`src/rtl/snake_row_renderer_pkg.sv`:
```
// Shared constants, colours and scan FSM encoding for the snake row renderer.
// The grid-line overlay is enabled with the SNAKE_RENDER_GRID_EN macro.
package snake_row_renderer_pkg;

    // Grid geometry: 16 px cells, 40 x 30 cells on a 640 x 480 screen
    localparam int GRID_W     = 40;
    localparam int GRID_H     = 30;
    localparam int CELL_SHIFT = 4;

    // Field widths
    localparam int COORD_W    = 10;  // pixel / segment coordinate width
    localparam int CELL_W     = 6;   // grid column / row index width
    localparam int LEN_W      = 7;   // snake_length width
    localparam int RGB_W      = 12;

    // Typed bounds so comparisons stay width-matched
    localparam logic [COORD_W-1:0] GRID_W_COORD = COORD_W'(GRID_W);
    localparam logic [CELL_W-1:0]  GRID_W_CELL  = CELL_W'(GRID_W);
    localparam logic [CELL_W-1:0]  COL_LAST     = CELL_W'(GRID_W - 1);
    localparam logic [CELL_W-1:0]  ROW_LAST     = CELL_W'(GRID_H - 1);

    // 4:4:4 colours
    localparam logic [RGB_W-1:0] COL_BLANK     = 12'h000;
    localparam logic [RGB_W-1:0] COL_BG        = 12'h111;
    localparam logic [RGB_W-1:0] COL_GRID      = 12'h222;
    localparam logic [RGB_W-1:0] COL_WALL      = 12'h888;
    localparam logic [RGB_W-1:0] COL_BODY      = 12'h080;
    localparam logic [RGB_W-1:0] COL_HEAD      = 12'h0F0;
    localparam logic [RGB_W-1:0] COL_APPLE     = 12'hF40;
    localparam logic [RGB_W-1:0] COL_DEAD_BODY = 12'h800;
    localparam logic [RGB_W-1:0] COL_DEAD_HEAD = 12'hF00;

    // Row scan FSM: START is the set-up cycle right after line_start
    typedef enum logic [1:0] {
        ST_IDLE   = 2'd0,
        ST_START  = 2'd1,
        ST_SCAN   = 2'd2,
        ST_COMMIT = 2'd3
    } scan_state_t;

endpackage

```
`src/rtl/snake_row_renderer_if.sv`:
```
// Bundle between the snake engine / VGA timing side (master) and the renderer (slave).
// Signalling: there is no valid/ready pair here. line_start is a one-cycle strobe
// that is always accepted (a strobe during a scan restarts it); every other master
// signal is a level sampled on clk; scan_busy, rgb and scan_state are level outputs.
interface snake_row_renderer_if #(
    parameter int SNAKE_MAX = 64
);
    import snake_row_renderer_pkg::*;

    logic                           line_start;
    logic [COORD_W-1:0]             line_y;
    logic                           video_on;
    logic [COORD_W-1:0]             pixel_x;
    logic [COORD_W*SNAKE_MAX-1:0]   snake_x;
    logic [COORD_W*SNAKE_MAX-1:0]   snake_y;
    logic [LEN_W-1:0]               snake_length;
    logic [COORD_W-1:0]             apple_x;
    logic [COORD_W-1:0]             apple_y;
    logic                           game_over;
    logic                           scan_busy;
    logic [RGB_W-1:0]               rgb;
    scan_state_t                    scan_state;   // debug view of the scan FSM

    modport master (
        output line_start, line_y, video_on, pixel_x,
        output snake_x, snake_y, snake_length, apple_x, apple_y, game_over,
        input  scan_busy, rgb, scan_state
    );

    modport slave (
        input  line_start, line_y, video_on, pixel_x,
        input  snake_x, snake_y, snake_length, apple_x, apple_y, game_over,
        output scan_busy, rgb, scan_state
    );

endinterface

```
`src/rtl/snake_row_renderer_scanner.sv`:
```
// Row scanner: walks the snake segment arrays one entry per clock during hblank,
// builds a GRID_W-bit occupancy row and publishes it as the display set on commit.
// With SNAKE_RENDER_GRID_EN defined the low line bits are also carried to the display set.
module snake_row_scanner
    import snake_row_renderer_pkg::*;
#(
    parameter int SNAKE_MAX = 64
) (
    input  logic                         clk,
    input  logic                         reset,
    input  logic                         line_start,
    input  logic [COORD_W-1:0]           line_y,
    input  logic [COORD_W*SNAKE_MAX-1:0] snake_x,
    input  logic [COORD_W*SNAKE_MAX-1:0] snake_y,
    input  logic [LEN_W-1:0]             snake_length,
    input  logic [COORD_W-1:0]           apple_x,
    input  logic [COORD_W-1:0]           apple_y,
    output logic [GRID_W-1:0]            disp_bits,
    output logic                         disp_head_hit,
    output logic [CELL_W-1:0]            disp_head_col,
    output logic                         disp_apple_hit,
    output logic [CELL_W-1:0]            disp_apple_col,
    output logic [CELL_W-1:0]            disp_row,
`ifdef SNAKE_RENDER_GRID_EN
    output logic [CELL_SHIFT-1:0]        disp_line_lo,
`endif
    output logic                         scan_busy,
    output scan_state_t                  state
);

    localparam int IDX_W = (SNAKE_MAX > 1) ? $clog2(SNAKE_MAX) : 1;

    scan_state_t         state_q;
    scan_state_t         state_d;

    logic [CELL_W-1:0]   row_q;
    logic [LEN_W-1:0]    n_q;
    logic [IDX_W-1:0]    idx_q;
    logic [GRID_W-1:0]   build_q;
    logic                head_hit_q;
    logic [CELL_W-1:0]   head_col_q;
    logic                apple_hit_q;
    logic [CELL_W-1:0]   apple_col_q;
`ifdef SNAKE_RENDER_GRID_EN
    logic [CELL_SHIFT-1:0] line_lo_q;
`endif

    logic [LEN_W-1:0]    n_in;
    logic [COORD_W-1:0]  seg_x;
    logic [COORD_W-1:0]  seg_y;
    logic                seg_on_row;
    logic                last_seg;

    // Segment count clamped to the array depth; entries past it are never looked at
    assign n_in = (snake_length > LEN_W'(SNAKE_MAX)) ? LEN_W'(SNAKE_MAX) : snake_length;

    // Live view of the segment currently addressed by idx_q
    assign seg_x      = snake_x[idx_q*COORD_W +: COORD_W];
    assign seg_y      = snake_y[idx_q*COORD_W +: COORD_W];
    assign seg_on_row = (seg_y == COORD_W'(row_q)) && (seg_x < GRID_W_COORD);
    assign last_seg   = (LEN_W'(idx_q) == (n_q - LEN_W'(1)));

    assign scan_busy = (state_q != ST_IDLE);
    assign state     = state_q;

    // FSM state register
    always_ff @(posedge clk or posedge reset) begin
        if (reset) begin
            state_q <= ST_IDLE;
        end else begin
            state_q <= state_d;
        end
    end

    // Next-state logic; a new line_start always restarts the scan from the set-up cycle
    always_comb begin
        state_d = state_q;
        if (line_start) begin
            state_d = ST_START;
        end else begin
            case (state_q)
                ST_IDLE:   state_d = ST_IDLE;
                ST_START:  state_d = (n_q == '0) ? ST_COMMIT : ST_SCAN;
                ST_SCAN:   state_d = last_seg ? ST_COMMIT : ST_SCAN;
                ST_COMMIT: state_d = ST_IDLE;
                default:   state_d = ST_IDLE;
            endcase
        end
    end

    // Build-side datapath: latch line parameters, clear, accumulate segments, capture head/apple
    always_ff @(posedge clk or posedge reset) begin
        if (reset) begin
            row_q       <= '0;
            n_q         <= '0;
            idx_q       <= '0;
            build_q     <= '0;
            head_hit_q  <= 1'b0;
            head_col_q  <= '0;
            apple_hit_q <= 1'b0;
            apple_col_q <= '0;
`ifdef SNAKE_RENDER_GRID_EN
            line_lo_q   <= '0;
`endif
        end else if (line_start) begin
            row_q     <= line_y[COORD_W-1:CELL_SHIFT];
            n_q       <= n_in;
            idx_q     <= '0;
`ifdef SNAKE_RENDER_GRID_EN
            line_lo_q <= line_y[CELL_SHIFT-1:0];
`endif
        end else begin
            case (state_q)
                ST_START: begin
                    build_q     <= '0;
                    head_hit_q  <= 1'b0;
                    head_col_q  <= '0;
                    apple_hit_q <= (apple_y == COORD_W'(row_q)) && (apple_x < GRID_W_COORD);
                    apple_col_q <= apple_x[CELL_W-1:0];
                    idx_q       <= '0;
                end
                ST_SCAN: begin
                    if (seg_on_row) begin
                        build_q[seg_x[CELL_W-1:0]] <= 1'b1;
                    end
                    if (idx_q == '0) begin
                        head_hit_q <= seg_on_row;
                        head_col_q <= seg_x[CELL_W-1:0];
                    end
                    idx_q <= idx_q + IDX_W'(1);
                end
                default: begin
                end
            endcase
        end
    end

    // Display set: only replaced by a COMMIT that is not pre-empted by a new line_start
    always_ff @(posedge clk or posedge reset) begin
        if (reset) begin
            disp_bits      <= '0;
            disp_head_hit  <= 1'b0;
            disp_head_col  <= '0;
            disp_apple_hit <= 1'b0;
            disp_apple_col <= '0;
            disp_row       <= '0;
`ifdef SNAKE_RENDER_GRID_EN
            disp_line_lo   <= '0;
`endif
        end else if (!line_start && state_q == ST_COMMIT) begin
            disp_bits      <= build_q;
            disp_head_hit  <= head_hit_q;
            disp_head_col  <= head_col_q;
            disp_apple_hit <= apple_hit_q;
            disp_apple_col <= apple_col_q;
            disp_row       <= row_q;
`ifdef SNAKE_RENDER_GRID_EN
            disp_line_lo   <= line_lo_q;
`endif
        end
    end

endmodule

```
`src/rtl/snake_row_renderer.sv`:
```
// Snake row renderer top: row scanner plus the per-pixel colour mux and output register.
// SNAKE_RENDER_GRID_EN adds 12'h222 grid lines on non-wall, non-object cell edges.
module snake_row_renderer
    import snake_row_renderer_pkg::*;
#(
    parameter int SNAKE_MAX = 64
) (
    input  logic             clk,
    input  logic             reset,
    snake_row_renderer_if.slave bus
);

    logic [GRID_W-1:0]     disp_bits;
    logic                  disp_head_hit;
    logic [CELL_W-1:0]     disp_head_col;
    logic                  disp_apple_hit;
    logic [CELL_W-1:0]     disp_apple_col;
    logic [CELL_W-1:0]     disp_row;
    logic                  scan_busy;
    scan_state_t           scan_state;
`ifdef SNAKE_RENDER_GRID_EN
    logic [CELL_SHIFT-1:0] disp_line_lo;
`endif

    logic [CELL_W-1:0]     col;
    logic                  in_grid;
    logic                  head_px;
    logic                  body_px;
    logic                  apple_px;
    logic                  wall_px;
    logic [RGB_W-1:0]      rgb_d;
    logic [RGB_W-1:0]      rgb_q;

    snake_row_scanner #(
        .SNAKE_MAX (SNAKE_MAX)
    ) u_scanner (
        .clk            (clk),
        .reset          (reset),
        .line_start     (bus.line_start),
        .line_y         (bus.line_y),
        .snake_x        (bus.snake_x),
        .snake_y        (bus.snake_y),
        .snake_length   (bus.snake_length),
        .apple_x        (bus.apple_x),
        .apple_y        (bus.apple_y),
        .disp_bits      (disp_bits),
        .disp_head_hit  (disp_head_hit),
        .disp_head_col  (disp_head_col),
        .disp_apple_hit (disp_apple_hit),
        .disp_apple_col (disp_apple_col),
        .disp_row       (disp_row),
`ifdef SNAKE_RENDER_GRID_EN
        .disp_line_lo   (disp_line_lo),
`endif
        .scan_busy      (scan_busy),
        .state          (scan_state)
    );

    assign col      = bus.pixel_x[COORD_W-1:CELL_SHIFT];
    assign in_grid  = (col < GRID_W_CELL);
    assign head_px  = disp_head_hit && (col == disp_head_col);
    assign body_px  = in_grid && disp_bits[col];
    assign apple_px = disp_apple_hit && (col == disp_apple_col);
    assign wall_px  = (col == '0) || (col == COL_LAST) ||
                      (disp_row == '0) || (disp_row == ROW_LAST);

    // Colour priority: blank, head, body, apple, wall, then background (or grid lines)
    always_comb begin
        rgb_d = COL_BG;
        if (!bus.video_on || !in_grid) begin
            rgb_d = COL_BLANK;
        end else if (head_px) begin
            rgb_d = bus.game_over ? COL_DEAD_HEAD : COL_HEAD;
        end else if (body_px) begin
            rgb_d = bus.game_over ? COL_DEAD_BODY : COL_BODY;
        end else if (apple_px) begin
            rgb_d = COL_APPLE;
        end else if (wall_px) begin
            rgb_d = COL_WALL;
`ifdef SNAKE_RENDER_GRID_EN
        end else if ((bus.pixel_x[CELL_SHIFT-1:0] == '0) || (disp_line_lo == '0)) begin
            rgb_d = COL_GRID;
`endif
        end else begin
            rgb_d = COL_BG;
        end
    end

    // Registered colour output, one clock behind pixel_x / video_on
    always_ff @(posedge clk or posedge reset) begin
        if (reset) begin
            rgb_q <= '0;
        end else begin
            rgb_q <= rgb_d;
        end
    end

    assign bus.rgb        = rgb_q;
    assign bus.scan_busy  = scan_busy;
    assign bus.scan_state = scan_state;

endmodule

```
`src/flat_wrapper.sv`:
```
// flat-port wrapper written by rule: the top's interface ports become plain ports
module snake_row_renderer_flat import snake_row_renderer_pkg::*;
#(
    parameter int SNAKE_MAX = 64
)
  (clk, reset, bus_line_start, bus_line_y, bus_video_on, bus_pixel_x, bus_snake_x, bus_snake_y, bus_snake_length, bus_apple_x, bus_apple_y, bus_game_over, bus_scan_busy, bus_rgb, bus_scan_state);
  snake_row_renderer_if #(.SNAKE_MAX(SNAKE_MAX)) bus_i ();
  input  logic clk;
  input  logic reset;
  input wire logic [$bits(bus_i.line_start)-1:0] bus_line_start;
  input wire logic [$bits(bus_i.line_y)-1:0] bus_line_y;
  input wire logic [$bits(bus_i.video_on)-1:0] bus_video_on;
  input wire logic [$bits(bus_i.pixel_x)-1:0] bus_pixel_x;
  input wire logic [$bits(bus_i.snake_x)-1:0] bus_snake_x;
  input wire logic [$bits(bus_i.snake_y)-1:0] bus_snake_y;
  input wire logic [$bits(bus_i.snake_length)-1:0] bus_snake_length;
  input wire logic [$bits(bus_i.apple_x)-1:0] bus_apple_x;
  input wire logic [$bits(bus_i.apple_y)-1:0] bus_apple_y;
  input wire logic [$bits(bus_i.game_over)-1:0] bus_game_over;
  output wire logic [$bits(bus_i.scan_busy)-1:0] bus_scan_busy;
  output wire logic [$bits(bus_i.rgb)-1:0] bus_rgb;
  output wire logic [$bits(bus_i.scan_state)-1:0] bus_scan_state;
  assign bus_i.line_start = bus_line_start;
  assign bus_i.line_y = bus_line_y;
  assign bus_i.video_on = bus_video_on;
  assign bus_i.pixel_x = bus_pixel_x;
  assign bus_i.snake_x = bus_snake_x;
  assign bus_i.snake_y = bus_snake_y;
  assign bus_i.snake_length = bus_snake_length;
  assign bus_i.apple_x = bus_apple_x;
  assign bus_i.apple_y = bus_apple_y;
  assign bus_i.game_over = bus_game_over;
  assign bus_scan_busy = bus_i.scan_busy;
  assign bus_rgb = bus_i.rgb;
  assign bus_scan_state = bus_i.scan_state;
  snake_row_renderer #(.SNAKE_MAX(SNAKE_MAX)) u_core (.clk(clk), .reset(reset), .bus(bus_i));
endmodule
```
`config.mk`:
```
export PLATFORM = sky130hd
export DESIGN_NAME = snake_row_renderer_flat
export DESIGN_NICKNAME = d
export VERILOG_FILES = /design/src/rtl/snake_row_renderer_pkg.sv /design/src/rtl/snake_row_renderer_if.sv /design/src/rtl/snake_row_renderer_scanner.sv /design/src/rtl/snake_row_renderer.sv /design/src/flat_wrapper.sv
export SDC_FILE = /design/constraint.sdc
export NUM_CORES = 1
export LEC_CHECK = 0
export ABC_AREA = 1
export CAP_MARGIN = 10
export CORE_AREA = 2 2 530 532
export CTS_BUF_LIST = sky130_fd_sc_hd__clkbuf_4 sky130_fd_sc_hd__clkbuf_8
export CTS_CLUSTER_DIAMETER = 200
export DETAILED_ROUTE_END_ITERATION = 10
export DIE_AREA = 0 0 532 534
export DONT_BUFFER_PORTS = 1
export PLACE_DENSITY_LB_ADDON = 0.05
export SETUP_SLACK_MARGIN = 0.1
export SLEW_MARGIN = 20
export SYNTH_ARGS = -nofsm -noshare
export SYNTH_HDL_FRONTEND = slang
export SYNTH_SLANG_ARGS = --single-unit
```
`constraint.sdc`:
```
create_clock -name clk -period 6.5 [get_ports clk]
set_clock_uncertainty 0.05 [all_clocks]
set_input_delay 1.3 -clock clk [delete_from_list [all_inputs] [get_ports clk]]
set_output_delay 1.3 -clock clk [all_outputs]
set_load 0.05 [all_outputs]
```
==> results of run 1 <==
-- flip-flops by register name, indices dropped and copies added, names as in the netlist --
name                             flops
u_core.u_scanner.build_q            40
u_core.u_scanner.disp_bits          40
u_core.bus.rgb                       9
u_core.u_scanner.n_q                 7
u_core.u_scanner.apple_col_q         6
u_core.u_scanner.disp_apple_col      6
u_core.u_scanner.disp_head_col       6
u_core.u_scanner.disp_row            6
u_core.u_scanner.head_col_q          6
u_core.u_scanner.idx_q               6
u_core.u_scanner.row_q               6
u_core.u_scanner.state               2
u_core.u_scanner.apple_hit_q         1
u_core.u_scanner.disp_apple_hit      1
u_core.u_scanner.disp_head_hit       1
u_core.u_scanner.head_hit_q          1
-- power by group --
group	switching (uW)	total [uW]	leakage, uW	internal (uW)
Sequential	211	1300	0.00193	1090
Combinational	2360	3160	0.00699	800
Clock	469	853	0.000211	384
-- cell usage after synthesis (2+ instances only) --
master and instances:
o31ai_1 7, nand4_1 16, nor3_1 29, a22o_1 2, xnor2_1 12, nand3_1 754
nor4_1 3, dfrtp_1 144, mux2_2 4, o21ai_0 273, nand3b_1 4, ha_1 8
nor2_2 5, buf_6 41, nand2_1 1366, a2111oi_0 3, o21ai_1 10, inv_1 170
xor2_1 8, nor2_4 6, o22ai_1 34, o221ai_1 5, buf_1 23, buf_4 23
o211ai_1 25, buf_2 136, nand2_2 7, inv_2 7, a22oi_1 2, clkinv_1 3
a21oi_1 94, clkbuf_1 50, or2_2 2, o211ai_2 3, nor2_1 226
-- cell families after synthesis --
family                   count (synthesis)  share of synthesized area, %
AO/OA/AOI/OAI                          463                          13.3
multiplexers                             4                         0.237
other                                    1                        0.0198
AND/OR/NAND/NOR                       2423                          54.0
adder cells (fa/ha/maj)                  8                         0.528
buffers and inverters                  455                          12.0
flip-flops                             144                          19.0
XOR/XNOR                                20                         0.923
-- final timing paths --
check	to	start	depth (start not counted)	slack, ns
worst max-delay path	u_core.u_scanner.build_q[28]$_DFFE_PP0P_	u_core.u_scanner.idx_q[0]$_DFFE_PP0P_	20	1.49
worst min-delay path	u_core.u_scanner.build_q[12]$_DFFE_PP0P_	u_core.u_scanner.build_q[12]$_DFFE_PP0P_	2	0.43
worst max register to register	u_core.u_scanner.build_q[28]$_DFFE_PP0P_	u_core.u_scanner.idx_q[0]$_DFFE_PP0P_	20	1.49
worst min register to register	u_core.u_scanner.build_q[12]$_DFFE_PP0P_	u_core.u_scanner.build_q[12]$_DFFE_PP0P_	2	0.43
max in group asynchronous	u_core.u_scanner.idx_q[2]$_DFFE_PP0P_	reset	2	4.71
min in group asynchronous	u_core.u_scanner.apple_col_q[2]$_DFFE_PP0P_	reset	1	0.67
-- metrics by stage --
step	worst slack (ns)	cell area (sq um)	hold slack, ns	instances
floorplan	1.28	19000	0.392	3519
global placement	1.01	22900	0.411	7049
detailed placement	1.24	22900	0.408	7050
CTS	1.19	23300	0.433	7082
global route	0.996	23300	0.448	7094
finish	1.49	23400	0.426	7107
-- cell usage in the layout (no fill, tap or decap), types with 25 or more instances in the layout --
cell type  count
buf_4         66
nand3_1      754
a21oi_1       94
inv_1        167
nor3_1        29
nor2_1       225
o22ai_1       34
nand2_1     1365
dfrtp_1      138
diode_2       25
o211ai_1      25
o21ai_0      271
-- tightest hold or removal path, cell delays in order, from the launching register on --
cell,delay [ns]
dfrtp_1,0.35
nand2_1,0.05
nand2_1,0.05
-- final cells by class --
| class | instances | area (sq um) |
|---|---|---|
| Clock inverter | 15 | 183 |
| Tap cell | 3724 | 4660 |
| Inverter | 182 | 739 |
| Fill cell | 33400 | 255000 |
| Antenna cell | 25 | 62.6 |
| Multi-Input combinational cell | 2920 | 13100 |
| Timing Repair Buffer | 80 | 776 |
| Clock buffer | 17 | 234 |
| Sequential cell | 144 | 3620 |
-- per-layer routing --
metal / global-route usage (%) / vias up / share of wire [%]
met2: 23.7 / 849 / 52
li1: - / 11200 / -
met3: 2.13 / 119 / 4.5
met4: 2.04 / 16 / 1.6
met1: 15.5 / 11600 / 42
met5: 0 / - / 0.059
==> results_dict.tcl, run 1 <==
set metrics [dict create \
    status "finished, final reports clean" \
    synth-edff-count 0 \
    cpPeakStageDelay_ns 0.87 \
    num_vias 23800 \
    setup_viol 0 \
    yosysTopAreaCell "nand2_1" \
    postCtsSetupRepairBufs 0 \
    yosys.area.top_type_share_pct 27.0 \
    syn_area_per_cell_sq_um 5.39 \
    max_clock_freq_ghz 0.200 \
    cp_cell_sequence "clkinv_16 -> buf_12 -> buf_4 -> nand2_1 -> nand3_1 -> nand3_1 -> nand2_1 -> nand2_1 -> nand3_1 -> nand3_1 -> nand3_1 -> nand2_1 -> nand3_1 -> nor2_1 -> nand3_1 -> nand2_2 -> nand2_2 -> buf_4 -> nand2_1 -> nand2_1" \
    cp.required_ns 6.89 \
    root_buffer "clkbuf_8" \
    fin_crit_ns 5.01 \
    post_cts_resized 0 \
    grt_pass1_wl_um 246000 \
    yosys_warnings 0 \
    finalHoldViolCount 0 \
    maxSlewViolCount 0 \
    tightest_slew_ns 0.993 \
    start_util_pct 6.81 \
    cp_num_buf_inv 4 \
    utilization_pct 8.40 \
    leakage_uw 0.00913 \
    wire_per_inst_um 26.6 \
    power_uw 5310 \
    routed_wl_um 189000 \
    crit_type "reg -> reg" \
    hp-class "reg -> reg" \
    dp_hpwl_um 155000 \
    cts_tree "done" \
    synthesis.instances 3518 \
    cts_hold_buf 0 \
    clkLatencyLatePin_ns 0.56 \
    gr-total-overflow 0 \
    crit_slowest_cell "dfrtp_4" \
    grt_max_degree 119 \
    rsz0062_at_grt "no" \
    yosysSeqAreaShare_pct 19.0 \
    area_growth_pct 23.3 \
    dr.pass1.iters 5 \
    cts_max_level 4 \
    dieHeight_um 534 \
    arrival_ns 5.40 \
    rows 194 \
    die_w_um 532 \
    core_area_sq_mm 0.278 \
    clk_pin_slew_worst_paths_ns 0.10 \
    cts-buffers-inserted 17 \
    max_slew_margin_pct 33.1 \
    ant_nets 0 \
    dr.first_iter.drc_count 1172 \
    path_delay_family "simple AND/OR/NAND/NOR gates" \
    gp_congestion 0.787 \
    p_per_area_mw_per_mm2 227 \
    portBuffers 0 \
    ys_ff_latch 144 \
    drive_gt1_share_pct 4.85 \
    irDropWorstVdd_uv 151 \
    clock_path_buffers 2 \
    syn_area_sq_mm 0.0190 \
    antenna_found_initial 65 \
    min_period_over_period_pct 77.1 \
    grt_pass1_vias 25400 \
    drc 0 \
    clkSinkCount 144 \
    start_kind "register" \
    synth_top_cells_by_area "nand2_1, nand3_1, dfrtp_1" \
    synth_flop_cell "dfrtp_1" \
    dieArea_sq_mm 0.284 \
    grt_usage_pct 12.8 \
    path_common_cell "nand3_1" \
    worstSetupEndpointType "register" \
    boundaryPins 1347 \
    setup_tns_ns 0 \
    routed_via_density 3.35 \
    synth.distinct_cells 48 \
    drv_cap 0 \
    cp_max_fo 98 \
    async_reset_ff_share_pct 100 \
    num-nets-final 4685 \
]
Note: power is estimated with default switching activity, not from simulation.
==> run 2: changes to the inputs <==
clock period = 4.7 ns   (was 6.5 ns; I/O delays follow)
==> results_dict.tcl, run 2 (synthesis results as in run 1) <==
set metrics [dict create \
    status "finished, final reports clean" \
    r2r-end "u_core.u_scanner.build_q[14]$_DFFE_PP0P_" \
    final_common_cell "nand2_1" \
    clk_pin_slew_worst_paths_ns 0.12 \
    irDropWorstVdd_uv 223 \
    hold_depth 2 \
    dr.pass1.iters 7 \
    wire_per_inst_um 26.6 \
    leakage_uw 0.00959 \
    antenna_found_initial 70 \
    dieArea_sq_mm 0.284 \
    finalHoldViolCount 0 \
    cp.required_ns 5.08 \
    area_growth_pct 27.7 \
    dp_hpwl_um 159000 \
    drive_gt1_share_pct 6.92 \
    max_clock_freq_ghz 0.242 \
    ant_nets 0 \
    switching_power_uw 4180 \
    arrival_ns 4.52 \
    worstSetupEndpointType "register" \
    p_sw_share_pct 55.0 \
    layout_common_cells "nand2_1, nand3_1, o21ai_0, nor2_1, inv_1" \
    clkSinkCount 144 \
    crit_type "reg -> reg" \
    timing.final.ws_setup_ns 0.563 \
    place_ws_ns -0.246 \
    p_per_area_mw_per_mm2 314 \
    clock_path_buffers 2 \
    tightest_slew_ns 0.979 \
    r2r_start "u_core.u_scanner.idx_q[0]$_DFFE_PP0P_" \
    grt_pass1_wl_um 249000 \
    dr.first_iter.drc_count 1235 \
    cp_max_fo 67 \
    crit_slowest_cell "dfrtp_4" \
    path_common_cell "nand2_1" \
    fin_crit_ns 4.14 \
    clkLatencyLatePin_ns 0.57 \
    seqPwrFrac_pct 23.2 \
    cp_cell_sequence "buf_4 -> buf_12 -> buf_12 -> a21oi_1 -> nand4_1 -> buf_6 -> nand3_1 -> nand3_2 -> nand2_1 -> nand2_1 -> nand3_1 -> nand2_1 -> nor2_1 -> buf_4 -> nand3_2 -> nor2_1 -> nand3_2 -> nand2_4 -> nand2_2 -> buf_12 -> nand2_1 -> nand2_1" \
    num_vias 24100 \
    pwr-share-comb_pct 60.2 \
    start_util_pct 6.81 \
    drv_cap 0 \
    dieHeight_um 534 \
    p_int_uw 3420 \
    routed_via_density 3.37 \
    start_kind "register" \
    worstHoldEndpoint "u_core.u_scanner.build_q[15]$_DFFE_PP0P_" \
    r2r_cells 22 \
    setup_viol 0 \
    p_clk_share_pct 16.5 \
    root_buffer "clkbuf_8" \
    grt_usage_pct 12.9 \
    boundaryPins 1347 \
    routed_wl_um 191000 \
    cts-buffers-inserted 17 \
    core_area_sq_mm 0.278 \
    rsz0062_at_grt "no" \
    rows 194 \
    die_w_um 532 \
    min_period_over_period_pct 88.0 \
    hold_path.startpoint "u_core.u_scanner.build_q[15]$_DFFE_PP0P_" \
    cts_max_level 4 \
    grt_pass1_vias 25900 \
    hp-class "reg -> reg" \
    portBuffers 0 \
    gp_congestion 0.836 \
    hold_ws_ns 0.423 \
    num-nets-final 4754 \
    gr-total-overflow 0 \
    grt_max_degree 108 \
    r2r_slack_ns 0.56 \
    drc 0 \
    cpPeakStageDelay_ns 0.57 \
    maxSlewViolCount 0 \
    max_slew_margin_pct 34.3 \
    cts_tree "done" \
]
-- run 2: cell types whose count changed in the layout (fill, tap and decap cells not counted), moves of 3 or more --
| cell | change |
|---|---|
| buf_12 | +19 |
| buf_4 | +47 |
| buf_6 | +3 |
| clkinvlp_4 | +3 |
| inv_6 | -4 |
| nand3_1 | -4 |
| nand3_2 | +4 |
-- run 2: power groups by stage --
stage                     combinational (uW)  sequential, uW  clock, uW
final                                   4570            1760       1250
after global placement                  4830            1820          0
after floorplan                         2860            1700          0
after CTS                               4850            1780       1350
after detailed placement                4800            1820          0
after global routing                    5210            1810       1370
-- run 2: through the flow --
step | total power [uW] | util, % | std cells | instance area (sq um) | setup TNS, ns
after floorplan | 4570 | - | 3519 | 19000 | 0
after global placement | 6650 | 8.49 | 7116 | 23600 | -10.18
after detailed placement | 6620 | 8.49 | 7116 | 23600 | -9.40
after CTS | 7980 | 8.67 | 7151 | 24100 | 0
after global routing | 8390 | 8.69 | 7164 | 24200 | 0
final | 7590 | 8.70 | 7175 | 24200 | 0
-- run 2: layout make-up --
cell class | count | area (sq um)
antenna | 24 | 60.1
clock buffer | 18 | 241
clock inverter | 14 | 214
fill | 33400 | 254000
inverter | 182 | 738
multi-input combinational | 2920 | 13100
sequential | 144 | 3620
tap | 3724 | 4660
timing repair buffer | 149 | 1540
-- run 2: timing repair --
action | 4_1_cts | 5_1_grt
gates resized for setup | 4 | 6
pin swaps | 1 | 1
setup buffers | 3 | 0
hold buffers | 0 | 0
setup endpoints to repair | 40 | 40
-- run 2: how the worst max path moves through the flow --
stage	from	to	slack [ns]	depth (start not counted)
detailed placement	u_core.u_scanner.idx_q[0]$_DFFE_PP0P_	u_core.u_scanner.build_q[24]$_DFFE_PP0P_	-0.25	21
finish	u_core.u_scanner.idx_q[0]$_DFFE_PP0P_	u_core.u_scanner.build_q[14]$_DFFE_PP0P_	0.56	22
global placement	u_core.u_scanner.idx_q[0]$_DFFE_PP0P_	u_core.u_scanner.build_q[30]$_DFFE_PP0P_	-0.27	20
global route	u_core.u_scanner.idx_q[0]$_DFFE_PP0P_	u_core.u_scanner.build_q[30]$_DFFE_PP0P_	0.14	18
CTS	u_core.u_scanner.idx_q[0]$_DFFE_PP0P_	u_core.u_scanner.build_q[14]$_DFFE_PP0P_	0.19	20
floorplan	reset	u_core.bus.rgb[0]$_DFF_PP0_	1.90	1
-- run 2: per-layer routing --
metal / up-vias / GRT usage (%) / share of wire [%]
li1: 11400 / - / -
met1: 11700 / 15.3 / 41
met2: 887 / 24.2 / 52
met3: 156 / 2.27 / 4.7
met4: 18 / 2.18 / 1.9
met5: - / 0 / 0.064
-- run 2: worst max-delay path, delay by kind of cell (launching register included) --
| family | cells | cell delay (ns) |
|---|---|---|
| compound gates | 1 | 0.19 |
| flops | 1 | 0.57 |
| buf+inv | 6 | 1.18 |
| simple gates | 15 | 1.92 |
==> run 3: changes to the inputs <==
CTS_CLUSTER_SIZE = 14   (was default)
==> results of run 3 <==
Same layout as run 2: the final DEF is identical, and so are final timing and power.
